`config.mk`:
```
export PLATFORM = sky130hd
export DESIGN_NAME = instruction_buffer
export DESIGN_NICKNAME = d
export VERILOG_FILES = /design/src/rtl/instruction_buffer.sv
export SDC_FILE = /design/constraint.sdc
export NUM_CORES = 1
export LEC_CHECK = 0
export CORE_MARGIN = 4
export CORE_UTILIZATION = 30
export CTS_BUF_LIST = sky130_fd_sc_hd__clkbuf_2 sky130_fd_sc_hd__clkbuf_4 sky130_fd_sc_hd__clkbuf_8
export CTS_CLUSTER_DIAMETER = 150
export DETAILED_ROUTE_END_ITERATION = 10
export DONT_BUFFER_PORTS = 1
export HOLD_SLACK_MARGIN = 0.08
export PLACE_DENSITY = 0.46
export SETUP_SLACK_MARGIN = 0.4
export SLEW_MARGIN = 25
export SYNTH_ARGS = -nofsm -noshare
export SYNTH_HDL_FRONTEND = slang
export SYNTH_SLANG_ARGS = --single-unit
```
`constraint.sdc`:
```
create_clock -name clk_i -period 9.1 [get_ports clk_i]
set_input_delay 0.91 -clock clk_i [delete_from_list [all_inputs] [get_ports clk_i]]
set_output_delay 0.91 -clock clk_i [all_outputs]
set_load 0.005 [all_outputs]
```
`src/rtl/instruction_buffer.sv`:
```
// ============================================================================
// instruction_buffer
// ----------------------------------------------------------------------------
// Per-warp instruction FIFO sitting between the decoder and the issue stage.
// Each warp tracks three counters:
//   reserved : fetches handed to the icache whose decode has not returned yet
//   occ      : decoded entries waiting in this warp's FIFO
//   inflight : instructions issued but not yet written back
// The fetcher is told a warp has space only when reserved+occ leaves room for
// one more entry, so it can never over-fetch.  A warp is reported finished only
// when all three counters are zero.
//
// Optional feature (macro IB_BYPASS_EN):
//   When a warp's FIFO is empty and it may still issue, a decoded instruction
//   for that warp is presented on the dispatch port in the same cycle.  If the
//   issue stage takes it right away it is never stored.  With the macro
//   undefined there is no combinational path from dec_* to disp_*.
//
// Ports:
//   clk_i                   clock
//   rst_i                   synchronous active-high reset
//   fe_handshake_i          fetch accepted by the icache this cycle
//   fe_warp_id_i            warp of that fetch
//   dec_valid_i             decoder delivers an instruction
//   dec_discard_i           decoder consumed a fetch without producing an entry
//   dec_warp_id_i           warp for dec_valid_i / dec_discard_i
//   dec_data_i              decoded payload
//   ib_space_available_o    per warp: a new fetch may be issued
//   ib_all_instr_finished_o per warp: nothing reserved, buffered or in flight
//   disp_valid_o            per warp: head entry valid and issuable
//   disp_data_o             per warp: head payload (warp w at [w*DataWidth +: DataWidth])
//   disp_ready_i            per warp: issue stage accepts the head entry
//   wb_valid_i              one instruction completed writeback
//   wb_warp_id_i            warp of that completion
// ============================================================================
module instruction_buffer #(
    parameter int NumWarps    = 8,
    parameter int IbDepth     = 2,
    parameter int MaxInflight = 4,
    parameter int DataWidth   = 64,
    parameter int WidWidth    = (NumWarps > 1) ? $clog2(NumWarps) : 1
) (
    input  logic                          clk_i,
    input  logic                          rst_i,
    input  logic                          fe_handshake_i,
    input  logic [WidWidth-1:0]           fe_warp_id_i,
    input  logic                          dec_valid_i,
    input  logic                          dec_discard_i,
    input  logic [WidWidth-1:0]           dec_warp_id_i,
    input  logic [DataWidth-1:0]          dec_data_i,
    output logic [NumWarps-1:0]           ib_space_available_o,
    output logic [NumWarps-1:0]           ib_all_instr_finished_o,
    output logic [NumWarps-1:0]           disp_valid_o,
    output logic [NumWarps*DataWidth-1:0] disp_data_o,
    input  logic [NumWarps-1:0]           disp_ready_i,
    input  logic                          wb_valid_i,
    input  logic [WidWidth-1:0]           wb_warp_id_i
);

    localparam int CntWidth = $clog2(IbDepth + 1);
    localparam int InfWidth = $clog2(MaxInflight + 1);
    localparam int PtrWidth = (IbDepth > 1) ? $clog2(IbDepth) : 1;

    localparam logic [CntWidth:0]     DepthVal  = (CntWidth + 1)'(IbDepth);
    localparam logic [InfWidth-1:0]   MaxInfVal = InfWidth'(MaxInflight);
    localparam logic [PtrWidth-1:0]   LastPtr   = PtrWidth'(IbDepth - 1);

    logic [CntWidth-1:0]  r_reserved [NumWarps];
    logic [CntWidth-1:0]  r_occ      [NumWarps];
    logic [InfWidth-1:0]  r_inflight [NumWarps];
    logic [PtrWidth-1:0]  r_rdPtr    [NumWarps];
    logic [PtrWidth-1:0]  r_wrPtr    [NumWarps];
    logic [DataWidth-1:0] r_mem      [NumWarps][IbDepth];

    logic [NumWarps-1:0]  w_feHit;
    logic [NumWarps-1:0]  w_decHit;
    logic [NumWarps-1:0]  w_discHit;
    logic [NumWarps-1:0]  w_wbHit;
    logic [NumWarps-1:0]  w_canIssue;
    logic [NumWarps-1:0]  w_dispFire;
    logic [NumWarps-1:0]  w_store;
    logic [NumWarps-1:0]  w_pop;
    logic [DataWidth-1:0] w_dispData [NumWarps];

    // Pointers wrap explicitly at IbDepth, which need not be a power of two.
    function automatic logic [PtrWidth-1:0] nextPtr(input logic [PtrWidth-1:0] p);
        return (p == LastPtr) ? '0 : p + PtrWidth'(1);
    endfunction

    // Decode the single-warp event buses into per-warp strobes and build the
    // dispatch interface.  A dispatch with an empty FIFO can only be a
    // same-cycle bypass, in which case the decoded entry is neither stored nor
    // popped; in the default build that case never arises, so w_store reduces
    // to the decoder strobe and w_pop to the dispatch handshake.
    always_comb begin
        w_feHit      = '0;
        w_decHit     = '0;
        w_discHit    = '0;
        w_wbHit      = '0;
        w_canIssue   = '0;
        w_dispFire   = '0;
        w_store      = '0;
        w_pop        = '0;
        disp_valid_o = '0;
        disp_data_o  = '0;
        for (int w = 0; w < NumWarps; w++) begin
            w_feHit[w]    = fe_handshake_i && (fe_warp_id_i == WidWidth'(w));
            w_decHit[w]   = dec_valid_i && (dec_warp_id_i == WidWidth'(w));
            w_discHit[w]  = dec_discard_i && (dec_warp_id_i == WidWidth'(w));
            w_wbHit[w]    = wb_valid_i && (wb_warp_id_i == WidWidth'(w));
            w_canIssue[w] = r_inflight[w] < MaxInfVal;
`ifdef IB_BYPASS_EN
            disp_valid_o[w] = ((r_occ[w] != '0) || w_decHit[w]) && w_canIssue[w];
            w_dispData[w]   = (r_occ[w] == '0) ? dec_data_i : r_mem[w][r_rdPtr[w]];
`else
            disp_valid_o[w] = (r_occ[w] != '0) && w_canIssue[w];
            w_dispData[w]   = r_mem[w][r_rdPtr[w]];
`endif
            w_dispFire[w] = disp_valid_o[w] && disp_ready_i[w];
            w_pop[w]      = w_dispFire[w] && (r_occ[w] != '0);
            w_store[w]    = w_decHit[w] && !(w_dispFire[w] && (r_occ[w] == '0));
            if (disp_valid_o[w]) begin
                disp_data_o[w*DataWidth +: DataWidth] = w_dispData[w];
            end
        end
    end

    // Flow-control outputs come purely from registered counters, so the
    // fetcher sees a reservation one cycle after its handshake.
    always_comb begin
        ib_space_available_o    = '0;
        ib_all_instr_finished_o = '0;
        for (int w = 0; w < NumWarps; w++) begin
            ib_space_available_o[w] =
                ({1'b0, r_reserved[w]} + {1'b0, r_occ[w]}) < DepthVal;
            ib_all_instr_finished_o[w] =
                (r_reserved[w] == '0) && (r_occ[w] == '0) && (r_inflight[w] == '0);
        end
    end

    // Counter and pointer update.  Every event touching a warp contributes a
    // +1/-1 delta and all of them are summed in the same cycle, so coincident
    // events (e.g. reserve and decode together) cancel naturally.
    always_ff @(posedge clk_i) begin
        if (rst_i) begin
            for (int w = 0; w < NumWarps; w++) begin
                r_reserved[w] <= '0;
                r_occ[w]      <= '0;
                r_inflight[w] <= '0;
                r_rdPtr[w]    <= '0;
                r_wrPtr[w]    <= '0;
            end
        end else begin
            for (int w = 0; w < NumWarps; w++) begin
                r_reserved[w] <= r_reserved[w] + CntWidth'(w_feHit[w])
                                 - CntWidth'(w_decHit[w] | w_discHit[w]);
                r_occ[w]      <= r_occ[w] + CntWidth'(w_store[w])
                                 - CntWidth'(w_pop[w]);
                r_inflight[w] <= r_inflight[w] + InfWidth'(w_dispFire[w])
                                 - InfWidth'(w_wbHit[w]);
                if (w_store[w]) begin
                    r_wrPtr[w] <= nextPtr(r_wrPtr[w]);
                end
                if (w_pop[w]) begin
                    r_rdPtr[w] <= nextPtr(r_rdPtr[w]);
                end
            end
        end
    end

    // Payload storage carries no reset: an entry is only ever read after the
    // counters say it was written.
    always_ff @(posedge clk_i) begin
        for (int w = 0; w < NumWarps; w++) begin
            if (w_store[w]) begin
                r_mem[w][r_wrPtr[w]] <= dec_data_i;
            end
        end
    end

`ifndef SYNTHESIS
    // Protocol checks on the neighbouring stages.
    always @(posedge clk_i) begin
        if (!rst_i) begin
            if (fe_handshake_i) begin
                assert (ib_space_available_o[fe_warp_id_i])
                    else $error("instruction_buffer: fetch to warp %0d without space", fe_warp_id_i);
            end
            if (dec_valid_i || dec_discard_i) begin
                assert (r_reserved[dec_warp_id_i] != '0)
                    else $error("instruction_buffer: decode for warp %0d without reservation", dec_warp_id_i);
            end
            assert (!(dec_valid_i && dec_discard_i))
                else $error("instruction_buffer: dec_valid_i and dec_discard_i both high");
            if (wb_valid_i) begin
                assert (r_inflight[wb_warp_id_i] != '0)
                    else $error("instruction_buffer: writeback for warp %0d with nothing in flight", wb_warp_id_i);
            end
        end
    end
`endif

endmodule
```
# Yosys cells after proc, flatten, opt, wreduce, memory -nomap -nowiden
# Memory sizes are Yosys's and may differ from the RTL's.
# Index checks and enable logic that the tools add are counted.
[totals]
ff_bits = 0
mem_bits_rw = 1096
in_bits = 87
out_inout_bits = 536
wordCells = 533
n_memories = 6
[mem_list]
columns = ["name", "depth", "width", "rd", "rd_ports_with_merged_regs", "wr", "line_no", "source"]
rows = [
  ["r_mem", 8, 128, 8, 0, 1, "73", "logic [DataWidth-1:0] r_mem [NumWarps][IbDepth];"],
  ["r_inflight", 8, 3, 8, 0, 8, "70", "logic [InfWidth-1:0] r_inflight [NumWarps];"],
  ["r_occ", 8, 2, 8, 0, 8, "69", "logic [CntWidth-1:0] r_occ [NumWarps];"],
  ["r_reserved", 8, 2, 8, 0, 8, "68", "logic [CntWidth-1:0] r_reserved [NumWarps];"],
  ["r_rdPtr", 8, 1, 8, 0, 8, "71", "logic [PtrWidth-1:0] r_rdPtr [NumWarps];"],
  ["r_wrPtr", 8, 1, 8, 0, 8, "72", "logic [PtrWidth-1:0] r_wrPtr [NumWarps];"],
]
[op_classes]
n_addsub = 72
order_cmp = 40
n_eq_ne = 21
n_mux = 184
bitwise = 64
n_reduce_logical = 146
[ops]
columns = ["op", "n"]
rows = [
  ["$mux W128", 22],
  ["$mux W64", 40],
  ["$reduce_or A128 Y1", 7],
  ["$demux W64 S1", 8],
  ["$logic_and A1 B1 Y1", 96],
  ["$mux W1", 83],
  ["$or A1 B1 Y1", 48],
  ["$mux W3", 15],
  ["$eq A3 B3 Y1 const B", 12],
  ["$logic_not A3 Y1", 11],
  ["$add A2 B1 Y2", 16],
  ["$ge A2 B2 Y1 const B", 16],
  ["$logic_not A2 Y1", 16],
  ["$mux W2", 16],
  ["$not A1 Y2", 16],
  ["$sub A2 B1 Y2", 16],
  ["$add A2 B2 Y3", 8],
  ["$add A3 B1 Y3", 8],
  ["$lt A3 B2 Y1 const B", 8],
  ["$lt A3 B3 Y1 const B", 8],
  ["$sub A3 B1 Y3", 8],
  ["$eq A3 B2 Y1 const B", 6],
  ["$add A1 B1 Y1 const B", 16],
  ["$lt A2 B1 Y1 const B", 8],
  ["3 further kinds", 19],
]

# Longest topological paths before layout
[depth]
word_depth = 16
mapped_depth = 10
ltp_nobuf = 10

# Worst setup path after synthesis
# No wires, ideal clock.
[synth_timing]
path_kind = "input-to-reg"
start = "input dec_warp_id_i[0]"
end = "memory r_mem[0][320] (netlist bit) (enable)"
setup_time_ns = 0.565
t_arrival_ns = 5.699
required_ns = 8.535
slack_ns = 2.836
cell_stages = 3
n_path_buf = 1
path_cell_list = "buf_4 -> nand2b_2 -> nor3_1"
[synth_via]
elab_chain_len = 13
elab_cells_between_ends = 61
classes_between = "eq/ne: 7; mux: 30; reduce/logical: 24"
[synth_rtl]
columns = ["element", "line_no", "source"]
rows = [
  ["from (decl)", "49", "input logic [WidWidth-1:0] dec_warp_id_i,"],
  ["$eq A3 B1 Y1", "108", "w_decHit[w] = dec_valid_i && (dec_warp_id_i == WidWidth'(w));"],
  ["$logic_and A1 B1 Y1", "108", ""],
  ["$logic_and A1 B1 Y1", "121", "w_store[w] = w_decHit[w] && !(w_dispFire[w] && (r_occ[w] == '0));"],
  ["$mux W1", "175", "if (w_store[w]) begin"],
  ["$mux W128 (not written as such)", "176", "r_mem[w][r_wrPtr[w]] <= dec_data_i;"],
  ["$reduce_or A128 Y1 (no source line)", "-", ""],
  ["$mux W3 (no source line) or $mux W128 (tied branches) (7 in a row)", "-", ""],
  ["to (decl)", "73", ""],
]
# Parallel ways exist; a longest one is shown, timed or not.

==> impl_results.md <==
- Status: complete, no violations
- Post-synthesis cell type count: 33
- Net switching power: 3.70 mW
- Mapped Cells: 2,666
- Syn-to-layout area delta: 15.5%
- Post-CTS Setup Inserts: 0
- R2r startpoint: r_occ[0][5]
- Crit-path slowest cell: buf_4
- Hold Path Class: input port to register
- Switching Fraction: 30.1%
- Initial antenna violation count: 15
- Iteration-0 DRC count of the detailed router: 1,494
- Largest net degree at the start of global routing: 69
- Clk_skew: 50.7 ps
- Clock Sinks: 1,096
- Root buf cell: clkbuf_8
- Starting Density: 30.3%
- Worst-path clk slew: 60 ps
- Worst endpoint required time: 8190 ps
- Slew HR: 32.0%
- Placed cells: 4,481
- Final Non-Filler Cells: 4,888
- Crit path time final: 3960 ps
- Fmax: 0.252 GHz
- DP Worst Slack: 5610 ps
- Crit path DAT: 3050 ps
- Worst path buffer plus inverter count: 2
- Fin Hold WS: 224 ps
- Most frequent CP cell: buf_4
- Routed WL: 135 mm
- WL/cell: 27.6 um
- CP Max Fanout: 35
- CTS Buffer Depth: 3
- Fin crit share: 43.6%
- Layout Nets: 3,002
- Max VDD drop: 138 uV
- Clock share of power: 36.2%
- Row cnt: 138
- Critical path's top delay family: buffers and inverters
- Core footprint: 0.142 mm^2
- Gp weighted congestion: 0.770
- Pwr per Cell Area: 248 mW/mm^2
- Synthesis warning total: 0
- Post-detail-place hpwl: 87.3 mm
- DRC viols: 0
- TritonCTS clock tree: done
- Post-synthesis sequential area ratio: 75.3%
- Ranking of synthesized cells by area: edfxtp_1 73%, mux2i_1 12%, nor2_1 5.3%
- Max-Cap Viols: 0
- Pre-Repair DR Iteration Count: 7
- Finished Cell Area: 0.0496 mm^2
- Die height: 386 um
- Gate power share: 17.2%
- CTS Buf Count: 189
- Number of global-route vias before repair: 23,400
- Total GRT Usage: 17.6%
- Synthesized net count: 2,816
- Fin worst setup slack: 5140 ps
- Grt ovf: 0
- Crit-path cells: buf_4, buf_4, mux2i_1, nor2_1
- Synth area leader: edfxtp_1
- Ports: 623
- Post_cts resized: 0
- Synth top area share: 72.7%
- HP Start: rst_i
- Highest-count cells in the layout ignoring fill and taps: 1,040 x edfxtp_1, 603 x nor2_1, 512 x mux2i_1
- Final hold viol count: 0
- Setup violators final: 0
- Kind of critical path: register to primary output
- Post-route ant nets: 0
- Largest stage delay, worst path: 710 ps
- Full die area: 0.149 mm^2
- RSZ-0062 raised after global routing: false
- FF+latch count, synth: 1,096
- Buffers on Ports: 0
- Slew of the pin with the lowest slew margin: 1020 ps
- Final Core Density: 35.0%
- Area after DPL: 0.0451 mm^2
- Vias: 22,700
- Reg2reg setup slack: 6440 ps
- Setup TNS: 0 ps
- First-pass GRT wire length: 186 mm
- Mean Syn Cell Area: 16.1 um^2
- Nature of the critical path endpoint: primary output
- Final slew viol count: 0
- Cts hold-fix bufs: 68
- H-tree levels: 4
- Commonest non-fill, non-tap cell in the layout: edfxtp_1
- Post-Synthesis Cell Area: 0.0430 mm^2
- DR vias/cell: 4.65
- Int Power: 8.59 mW
- Leakage: 17.3 nW
- Layout cells sized above 1: 13.0%
- Startpoint types: register
- Worst-skew pair later-pin latency: 930 ps
- CP Launch Point: r_rdPtr[0][5]
- Flop pwr share: 46.5%
- Pwr Total: 12.3 mW
- Die X: 386 um
-- synthesized netlist by cell type, drive strengths merged --
cell type / number
a21oi: 1
and2: 15
and3: 6
buf: 104
clkbuf: 20
dfxtp: 56
edfxtp: 1040
fa: 16
ha: 47
inv: 80
mux2i: 512
nand2: 12
nand2b: 14
nand3: 2
nor2: 607
nor2b: 32
nor3: 23
nor3b: 1
nor4: 15
o21ai: 2
o21bai: 9
or2: 11
or3: 1
or4: 1
xnor2: 21
xor2: 18
-- worst reg2reg max path, stage by stage, from the launching register on --
cell and delay (ps):
dfxtp_1 370, o21bai_4 270, buf_4 750, nor2_1 180, ha_1 350, inv_1 40
ha_1 200, xor2_1 150, and2_1 160, nor3_1 130
-- power groups by stage --
| stage | logic [mW] | clock network (mW) | registers (mW) |
|---|---|---|---|
| finish | 2.12 | 4.45 | 5.71 |
| global route | 2.30 | 4.84 | 5.72 |
| CTS | 2.18 | 4.62 | 5.71 |
| detailed placement | 2.05 | 0 | 5.82 |
| global placement | 2.02 | 0 | 5.81 |
| floorplan | 1.28 | 0 | 5.79 |
-- registers in the layout, summed over array words and instances, names as in the netlist --
signal / cells
r_mem: 1024
r_inflight: 24
r_occ: 16
r_reserved: 16
r_rdPtr: 8
r_wrPtr: 8
-- cells by family (layout without fill, tap and decap cells) --
kind of cell,after synthesis,count (layout),synth area share (%)
AO/OA/AOI/OAI,12,12,0.236
multiplexers,512,512,11.9
AND/OR/NAND/NOR,740,740,7.16
XOR/XNOR,39,39,0.795
other,0,7,0
buffers and inverters,204,529,2.46
adder cells (fa/ha/maj),63,63,2.11
flip-flops,1096,1096,75.3
-- routing by layer --
layer  share of wire, %  up-vias  wire length (um)  GRT usage, %
met4                2.2        4              2920          4.65
met3                8.1      175             11000          6.12
met2                 48      804             65500          29.2
met5              0.018        -                24             0
li1                   -    10100                 -             -
met1                 41    11700             55700          21.8
-- final timing paths --
path                                         end  depth (start not counted)
worst max-delay path            disp_data_o[331]                          4
worst min-delay path               r_rdPtr[0][5]                          1
worst max register to register       r_occ[0][5]                          9
worst min register to register  r_inflight[0][8]                          2
-- area by class of cell --
type	instances	area (um^2)
multi-input combinational	1366	9700
sequential	1096	32400
clock inverter	81	661
inverter	80	300
antenna	7	17.5
fill	13700	92300
timing repair buffer	119	1170
tap	1890	2360
clock buffer	249	3060
(Power assumes the default switching activity.)
